<file path="src/rtl/serial_adder_seq_if.sv">
// Bus bundle for serial_adder_seq: start/busy/done handshake, operands and result.
// Optional signed-overflow flag present only when SERIAL_ADDER_OVF_EN is defined.
//
// Handshake: the master raises start with a/b/c_in valid; the request is taken on
// the first rising edge where the slave is not busy (IDLE or DONE) and rst is low.
// busy is high for the whole operation and start is ignored while it is high.
// done pulses for one cycle when sum/c_out (and ovf) carry the new result.
// The result outputs then hold until the next accepted request completes.
interface serial_adder_seq_if #(
  parameter int WIDTH = 8
) ();
  logic             start;
  logic [WIDTH-1:0] a;
  logic [WIDTH-1:0] b;
  logic             c_in;
  logic             busy;
  logic             done;
  logic [WIDTH-1:0] sum;
  logic             c_out;
`ifdef SERIAL_ADDER_OVF_EN
  logic             ovf;
`endif
  // Debug view of the FSM encoding: 0 = IDLE, 1 = RUN, 2 = DONE.
  logic [1:0]       fsm_state;

`ifdef SERIAL_ADDER_OVF_EN
  modport master (output start, a, b, c_in,
                  input  busy, done, sum, c_out, ovf, fsm_state);
  modport slave  (input  start, a, b, c_in,
                  output busy, done, sum, c_out, ovf, fsm_state);
`else
  modport master (output start, a, b, c_in,
                  input  busy, done, sum, c_out, fsm_state);
  modport slave  (input  start, a, b, c_in,
                  output busy, done, sum, c_out, fsm_state);
`endif
endinterface

</file>
<file path="src/rtl/serial_adder_seq.sv">
// serial_adder_seq: multi-cycle adder computing a + b + c_in, DIGIT bits per clock,
// through one DIGIT-bit adder slice and a carry flop. Result registers hold until
// the next operation completes.
// Optional feature macro: SERIAL_ADDER_OVF_EN adds a registered signed-overflow flag.
module serial_adder_seq #(
  parameter int WIDTH = 8,
  parameter int DIGIT = 1
) (
  input  logic               clk,
  input  logic               rst,
  serial_adder_seq_if.slave  bus
);

  localparam int STEPS = WIDTH / DIGIT;
  localparam int CW    = (STEPS > 1) ? $clog2(STEPS) : 1;
  localparam logic [CW-1:0] LAST = CW'(STEPS - 1);

  generate
    if (WIDTH < 2 || DIGIT < 1 || DIGIT > WIDTH || (WIDTH % DIGIT) != 0) begin : g_bad_params
      $error("serial_adder_seq: illegal WIDTH=%0d / DIGIT=%0d", WIDTH, DIGIT);
    end
  endgenerate

  typedef enum logic [1:0] {
    IDLE = 2'd0,
    RUN  = 2'd1,
    DONE = 2'd2
  } state_t;

  state_t               state;
  state_t               state_next;
  logic                 accept;
  logic                 last_step;
  logic [WIDTH-1:0]     a_sh;
  logic [WIDTH-1:0]     b_sh;
  logic [WIDTH-1:0]     res_sh;
  logic                 carry;
  logic [CW-1:0]        cnt;
  logic [DIGIT:0]       slice;
  logic [WIDTH+DIGIT-1:0] res_cat;
  logic [WIDTH-1:0]     res_next;
`ifdef SERIAL_ADDER_OVF_EN
  logic                 a_msb;
  logic                 b_msb;
`endif

  // One DIGIT-bit adder slice; the new digit enters the result from the MSB end so
  // that after STEPS shifts the first digit has reached bit 0.
  assign slice     = {1'b0, a_sh[DIGIT-1:0]} + {1'b0, b_sh[DIGIT-1:0]} + (DIGIT+1)'(carry);
  assign res_cat   = {slice[DIGIT-1:0], res_sh};
  assign res_next  = res_cat[WIDTH+DIGIT-1:DIGIT];
  assign last_step = (cnt == LAST);
  assign bus.fsm_state = state;

  // State register; reset overrides any pending start.
  always_ff @(posedge clk) begin
    if (rst) state <= IDLE;
    else     state <= state_next;
  end

  // Next-state logic, request acceptance and the busy/done status outputs.
  always_comb begin
    state_next = state;
    accept     = 1'b0;
    bus.busy   = 1'b0;
    bus.done   = 1'b0;
    case (state)
      IDLE: begin
        if (bus.start) begin
          accept     = 1'b1;
          state_next = RUN;
        end
      end
      RUN: begin
        bus.busy = 1'b1;
        if (last_step) state_next = DONE;
      end
      DONE: begin
        bus.done = 1'b1;
        if (bus.start) begin
          accept     = 1'b1;
          state_next = RUN;
        end else begin
          state_next = IDLE;
        end
      end
      default: state_next = IDLE;
    endcase
  end

  // Datapath: capture on accept, shift one digit per RUN cycle, publish on the last.
  always_ff @(posedge clk) begin
    if (rst) begin
      a_sh      <= '0;
      b_sh      <= '0;
      res_sh    <= '0;
      carry     <= 1'b0;
      cnt       <= '0;
      bus.sum   <= '0;
      bus.c_out <= 1'b0;
`ifdef SERIAL_ADDER_OVF_EN
      a_msb     <= 1'b0;
      b_msb     <= 1'b0;
      bus.ovf   <= 1'b0;
`endif
    end else if (accept) begin
      a_sh   <= bus.a;
      b_sh   <= bus.b;
      res_sh <= '0;
      carry  <= bus.c_in;
      cnt    <= '0;
`ifdef SERIAL_ADDER_OVF_EN
      a_msb  <= bus.a[WIDTH-1];
      b_msb  <= bus.b[WIDTH-1];
`endif
    end else if (state == RUN) begin
      a_sh   <= a_sh >> DIGIT;
      b_sh   <= b_sh >> DIGIT;
      res_sh <= res_next;
      carry  <= slice[DIGIT];
      cnt    <= cnt + 1'b1;
      if (last_step) begin
        bus.sum   <= res_next;
        bus.c_out <= slice[DIGIT];
`ifdef SERIAL_ADDER_OVF_EN
        bus.ovf   <= (a_msb == b_msb) && (res_next[WIDTH-1] != a_msb);
`endif
      end
    end
  end

endmodule

</file>
<file path="src/flat_wrapper.sv">
// flat-port wrapper written by rule: the top's interface ports become plain ports
module serial_adder_seq_flat 
#(
  parameter int WIDTH = 8,
  parameter int DIGIT = 1
)
  (clk, rst, bus_start, bus_a, bus_b, bus_c_in, bus_busy, bus_done, bus_sum, bus_c_out, bus_fsm_state);
  serial_adder_seq_if #(.WIDTH(WIDTH)) bus_i ();
  input  logic clk;
  input  logic rst;
  input wire logic [$bits(bus_i.start)-1:0] bus_start;
  input wire logic [$bits(bus_i.a)-1:0] bus_a;
  input wire logic [$bits(bus_i.b)-1:0] bus_b;
  input wire logic [$bits(bus_i.c_in)-1:0] bus_c_in;
  output wire logic [$bits(bus_i.busy)-1:0] bus_busy;
  output wire logic [$bits(bus_i.done)-1:0] bus_done;
  output wire logic [$bits(bus_i.sum)-1:0] bus_sum;
  output wire logic [$bits(bus_i.c_out)-1:0] bus_c_out;
  output wire logic [$bits(bus_i.fsm_state)-1:0] bus_fsm_state;
  assign bus_i.start = bus_start;
  assign bus_i.a = bus_a;
  assign bus_i.b = bus_b;
  assign bus_i.c_in = bus_c_in;
  assign bus_busy = bus_i.busy;
  assign bus_done = bus_i.done;
  assign bus_sum = bus_i.sum;
  assign bus_c_out = bus_i.c_out;
  assign bus_fsm_state = bus_i.fsm_state;
  serial_adder_seq #(.WIDTH(WIDTH), .DIGIT(DIGIT)) u_core (.clk(clk), .rst(rst), .bus(bus_i));
endmodule
</file>
<file path="config.mk">
export PLATFORM = sky130hd
export DESIGN_NAME = serial_adder_seq_flat
export DESIGN_NICKNAME = d
export VERILOG_FILES = /design/src/rtl/serial_adder_seq_if.sv /design/src/rtl/serial_adder_seq.sv /design/src/flat_wrapper.sv
export SDC_FILE = /design/constraint.sdc
export NUM_CORES = 1
export LEC_CHECK = 0
export BUFFER_PORTS_ARGS = -buffer_cell sky130_fd_sc_hd__buf_2
export CAP_MARGIN = 20
export CORE_MARGIN = 8
export CORE_UTILIZATION = 50
export CTS_CLUSTER_DIAMETER = 120
export DETAILED_ROUTE_END_ITERATION = 8
export GPL_TIMING_DRIVEN = 0
export PLACE_DENSITY = 0.79
export SETUP_SLACK_MARGIN = 0.02
export SYNTH_ARGS = -nofsm -noshare
export SYNTH_HDL_FRONTEND = slang
export SYNTH_SLANG_ARGS = --single-unit
</file>
<file path="constraint.sdc">
create_clock -name clk -period 1.5 [get_ports clk]
set_clock_uncertainty 0.1 [all_clocks]
set_input_delay 0 -clock clk [delete_from_list [all_inputs] [get_ports clk]]
set_output_delay 0 -clock clk [all_outputs]
set_load 0.005 [all_outputs]
</file>
Word level (Yosys, flattened, before mapping)
Index checks and enable logic that the tools add are counted.
{ "totals": {"regBits": 39, "in_bits": 20, "out_inout_bits": 13} }
{ "classes": {"add_sub_neg": 3, "n_eq_ne": 5, "n_mux": 14, "n_bitwise": 1, "n_reduce_logical": 6} }
{ "op_table": {"columns": ["cell", "n"], "rows": [
  ["two-way mux 8 bit", 4],
  ["two-way mux 1 bit", 7],
  ["case mux 2 bit (3 select lines)", 1],
  ["two-way mux 2 bit", 2],
  ["OR reduction 2 bit", 2],
  ["adder 3 x 1 -> 3 bit (second input constant)", 1],
  ["equality test 3 bit (second input constant)", 1],
  ["AND reduction 3 bit", 1],
  ["adder 1 x 1 -> 2 bit", 1],
  ["adder 2 x 1 -> 2 bit", 1],
  ["equality test 2 x 1 -> 1 bit (second input constant)", 1],
  ["equality test 2 bit (second input constant)", 1],
  ["logical NOT 2 bit", 1],
  ["!= test 2 x 1 -> 1 bit (second input constant)", 1],
  ["!= test 2 bit (second input constant)", 1],
  ["AND reduction 2 bit", 1],
  ["nonzero test 2 bit", 1],
  ["NOT 1 bit", 1]
]} }

Depth between registers and ports, before layout
{ "depth": {"depth_word": 5, "ltp_mapped": 6} }

Worst setup path after synthesis
No wires, ideal clock.
{ "synth_timing": {"path_kind": "reg-to-reg", "start": "register u_core.cnt[0]", "end": "register u_core.state[0], in the netlist u_core.bus.fsm_state[0]", "t_arrival_ns": 1.068, "slack_ns": 0.205, "stages_incl_launch_ff": 6, "path_buffers": 1, "path_cell_list": "dfxtp_1 > ha_1 > ha_1 > clkbuf_1 > o21a_1 > nor2_1"} }
{ "synth_between": {"elab_chain_len": 3} }
{ "synth_lines": {"columns": ["element", "line", "source"], "rows": [
  ["from (decl)", "serial_adder_seq.sv:38", "logic [CW-1:0] cnt;"],
  ["from (signal assigned)", "serial_adder_seq.sv:121", "cnt <= cnt + 1'b1;"],
  ["equality test 3 bit", "serial_adder_seq.sv:52", "assign last_step = (cnt == LAST);"],
  ["!= test 2 x 1 -> 1 bit (no line)", null, null],
  ["AND reduction 2 bit (no line)", null, null],
  ["to (signal assigned)", "serial_adder_seq.sv:58", "else state <= state_next;"],
  ["to (decl)", "serial_adder_seq.sv:30", "state_t state;"]
]} }
No other way between the ends.
A chain may end at the register's enable or synchronous reset.

Worst setup path after layout
{ "layout_timing": {"start": "register u_core.cnt[0]", "end": "register u_core.bus.sum[6]"} }
{ "layout_between": {"elab_chain_len": 2} }
{ "layout_lines": {"columns": ["element", "line", "source"], "rows": [
  ["equality test 3 bit", "serial_adder_seq.sv:52", null],
  ["AND reduction 3 bit (no line)", null, null],
  ["to (signal assigned)", "serial_adder_seq.sv:123", "bus.sum <= res_next;"],
  ["to (decl)", "serial_adder_seq_if.sv:35", "output busy, done, sum, c_out, fsm_state);"]
]} }
No other way between the ends.

==> impl_metrics.tcl <==
set metrics [dict create \
    status "completed" \
    cts_buffer_depth 2 \
    synth_enable_flop_cells 0 \
    viasPerCell 5.35 \
    syn_area_mm2 0.00152 \
    drtAntennaViolNets 0 \
    worstMarginPinSlew_ns 0.463 \
    core_area_mm2 0.00298 \
    fin_util_pct 66.3 \
    routed_wirelength_um 3690 \
    synth-main-ff-cell "dfxtp_1" \
    htreeDepth 2 \
    fin_crit_ns 1.37 \
    globalplace.congestion 0.731 \
    grt_max_degree 13 \
    cp.required_ns 1.68 \
    wl_per_cell_um 13.8 \
    ys_types 25 \
    maxCapViolCount 0 \
    clkPwrFrac_pct 29.2 \
    path_cells "ha_1 -> ha_1 -> nand3b_1 -> buf_4 -> nand2_1 -> a21oi_1" \
    fin_nets 257 \
    grt_overflow 0 \
    portBuffers 32 \
    yosys.area.top_type "dfxtp_1" \
    ir_drop_v 0.000546 \
    slew_violations 0 \
    ys_top_cells_by_area "dfxtp_1, nand2_1, a21oi_1" \
    setup_viol 0 \
    critPathMaxFanout 9 \
    slew_headroom_pct 69.1 \
    drive_gt1_share_pct 23.8 \
    cts_root_buf "clkbuf_4" \
    period_share_pct 91.3 \
    cp_common_cell "ha_1" \
    syn-num-nets 199 \
    seq_power_share_pct 55.9 \
    vias 1433 \
    grt_pass1_vias 1406 \
    syn_to_final_growth_pct 30.0 \
    fmax_mhz 730 \
    endpoint_kind "register" \
    holdCritPathClass "primary input to register" \
    ios 33 \
    finalHoldViolations 0 \
    ys_ff_latch 38 \
    p_int_mw 1.42 \
    cts_tree "done" \
    detailed_place_hpwl_um 2450 \
    yosysSeqAreaShare_pct 50.1 \
    swShare_pct 27.0 \
    ys_warn_count 0 \
    rsz0062_at_grt "false" \
    clkSlewWorstSetupHoldPaths_ns 0.12 \
    antenna_found_initial 0 \
    critPathKind "register to register" \
    p_sw_mw 0.526 \
    powerDensity_mw_per_mm2 988 \
    synth_area_per_cell_um2 8.62 \
    synth-async-reset-ratio_pct 0 \
    arrival_ns 1.55 \
    start_util_pct 51.0 \
    slowest_delay_ns 0.34 \
    most-common-layout-cells "nand2_1, dfxtp_1, buf_2" \
    grt_pass1_wl_um 6390 \
    power_leakage_nw 0.792 \
    cts_buffers 5 \
    dieArea_mm2 0.00505 \
    fp-row-count 20 \
    antenna_cells 0 \
    final_common_cell "nand2_1" \
    insertion_delay_ns 0.35 \
    hold_slack_ns 0.327 \
    first_pass_iters 4 \
    grtUsageTotal_pct 15.9 \
    seq_area_um2 763 \
    synth_top_area_share_pct 50.1 \
    setup-tns-final_ns 0 \
    first_iter_violations 62 \
    drcViolationCount 0 \
    startpoint_type "register" \
    multiInputGateArea_um2 651 \
    clock_sink_count 38 \
    critPathSlowestCell "dfxtp_1" \
    nFillCells 258 \
    p_comb_share_pct 14.9 \
    die_h_um 71.1 \
    postSynthCellCount 176 \
    fp.dieW_um 71.1 \
]
[final timing paths]
check                     from                end  slack, ns  cells past startpoint
max              u_core.cnt[0]  u_core.bus.sum[6]       0.13                      6
min reg2reg  u_core.bus.sum[1]  u_core.bus.sum[1]       0.36                      2
min                   bus_b[7]     u_core.b_sh[7]       0.33                      4
max reg2reg      u_core.cnt[0]  u_core.bus.sum[6]       0.13                      6
[layer usage]
layer / vias up / track usage (%) / part of all wire [%]
li1: 728 / - / -
met1: 657 / 17.8 / 44
met4: 0 / 9.01 / 2.9
met2: 38 / 25.6 / 47
met5: - / 0 / 0
met3: 10 / 5.51 / 5.3
[synthesized netlist by cell type (2+ instances only)]
cell      count
nor2b_1       2
nand2_1      38
dfxtp_1      38
clkbuf_1      3
nand2b_1      2
buf_4         3
a311oi_1      4
nor2_1        8
o22ai_1       8
nor3_1       17
buf_2         3
buf_6         4
nand3_1      12
ha_1          2
a22oi_1       2
a21oi_1      21
[metrics by stage]
stage	std cells	power (mW)	setup WS, ns	area (um2)
floorplan	176	1.29	0.205	1520
global placement	241	1.36	0.0595	1720
detailed placement	241	1.36	0.0257	1720
CTS	268	1.97	0.0279	1980
global route	268	2.03	0.0175	1970
finish	268	1.95	0.131	1970
[layout make-up]
| class | count | area share, % |
|---|---|---|
| buffer | 13 | 4.44 |
| clock buffer | 6 | 2.60 |
| clock inverter | 2 | 0.634 |
| inverter | 1 | 0.444 |
| multi-input combinational | 123 | 33.0 |
| sequential | 38 | 38.7 |
| tap | 33 | 2.09 |
| timing repair buffer | 52 | 18.1 |
[critical path: cells and delay by family, from the launching register on]
family          cells  cell delay (ns)
flops               1             0.34
compound gates      1             0.15
buf+inv             1             0.17
simple gates        2             0.17
fa+ha+maj           2             0.39
[power groups by stage]
| stage | combinational (mW) | clock (mW) | sequential [mW] |
|---|---|---|---|
| after CTS | 0.291 | 0.590 | 1.09 |
| after global routing | 0.323 | 0.616 | 1.10 |
| after floorplan | 0.184 | 0 | 1.10 |
| final | 0.291 | 0.569 | 1.09 |
| after detailed placement | 0.254 | 0 | 1.11 |
| after global placement | 0.250 | 0 | 1.11 |
[kinds of logic after synthesis]
group | count (synthesis) | synth area share, %
AOI/OAI and AO/OA | 37 | 15.0
xor gates and xnor gates | 1 | 0.577
adders and majority gates | 3 | 2.97
buffers and inverters | 15 | 7.01
DFF | 38 | 50.1
muxes | 1 | 0.660
and+or+nand+nor | 81 | 23.7
[what timing repair did]
action | in CTS | in global routing
endpoints found under the hold margin | 17 | 0
gates resized for setup | 2 | 1
setup endpoints to repair | 5 | 10
hold buffers | 19 | 0
setup buffers | 0 | 1
[registers in the layout, indices dropped and copies added (netlist names)]
| signal | count |
|---|---|
| u_core.b_sh | 8 |
| u_core.bus.c_out | 1 |
| u_core.bus.sum | 8 |
| u_core.res_sh | 7 |
| u_core.bus.fsm_state | 2 |
| u_core.cnt | 3 |
| u_core.carry | 1 |
| u_core.a_sh | 8 |
Power figures use the tool's default switching activity.
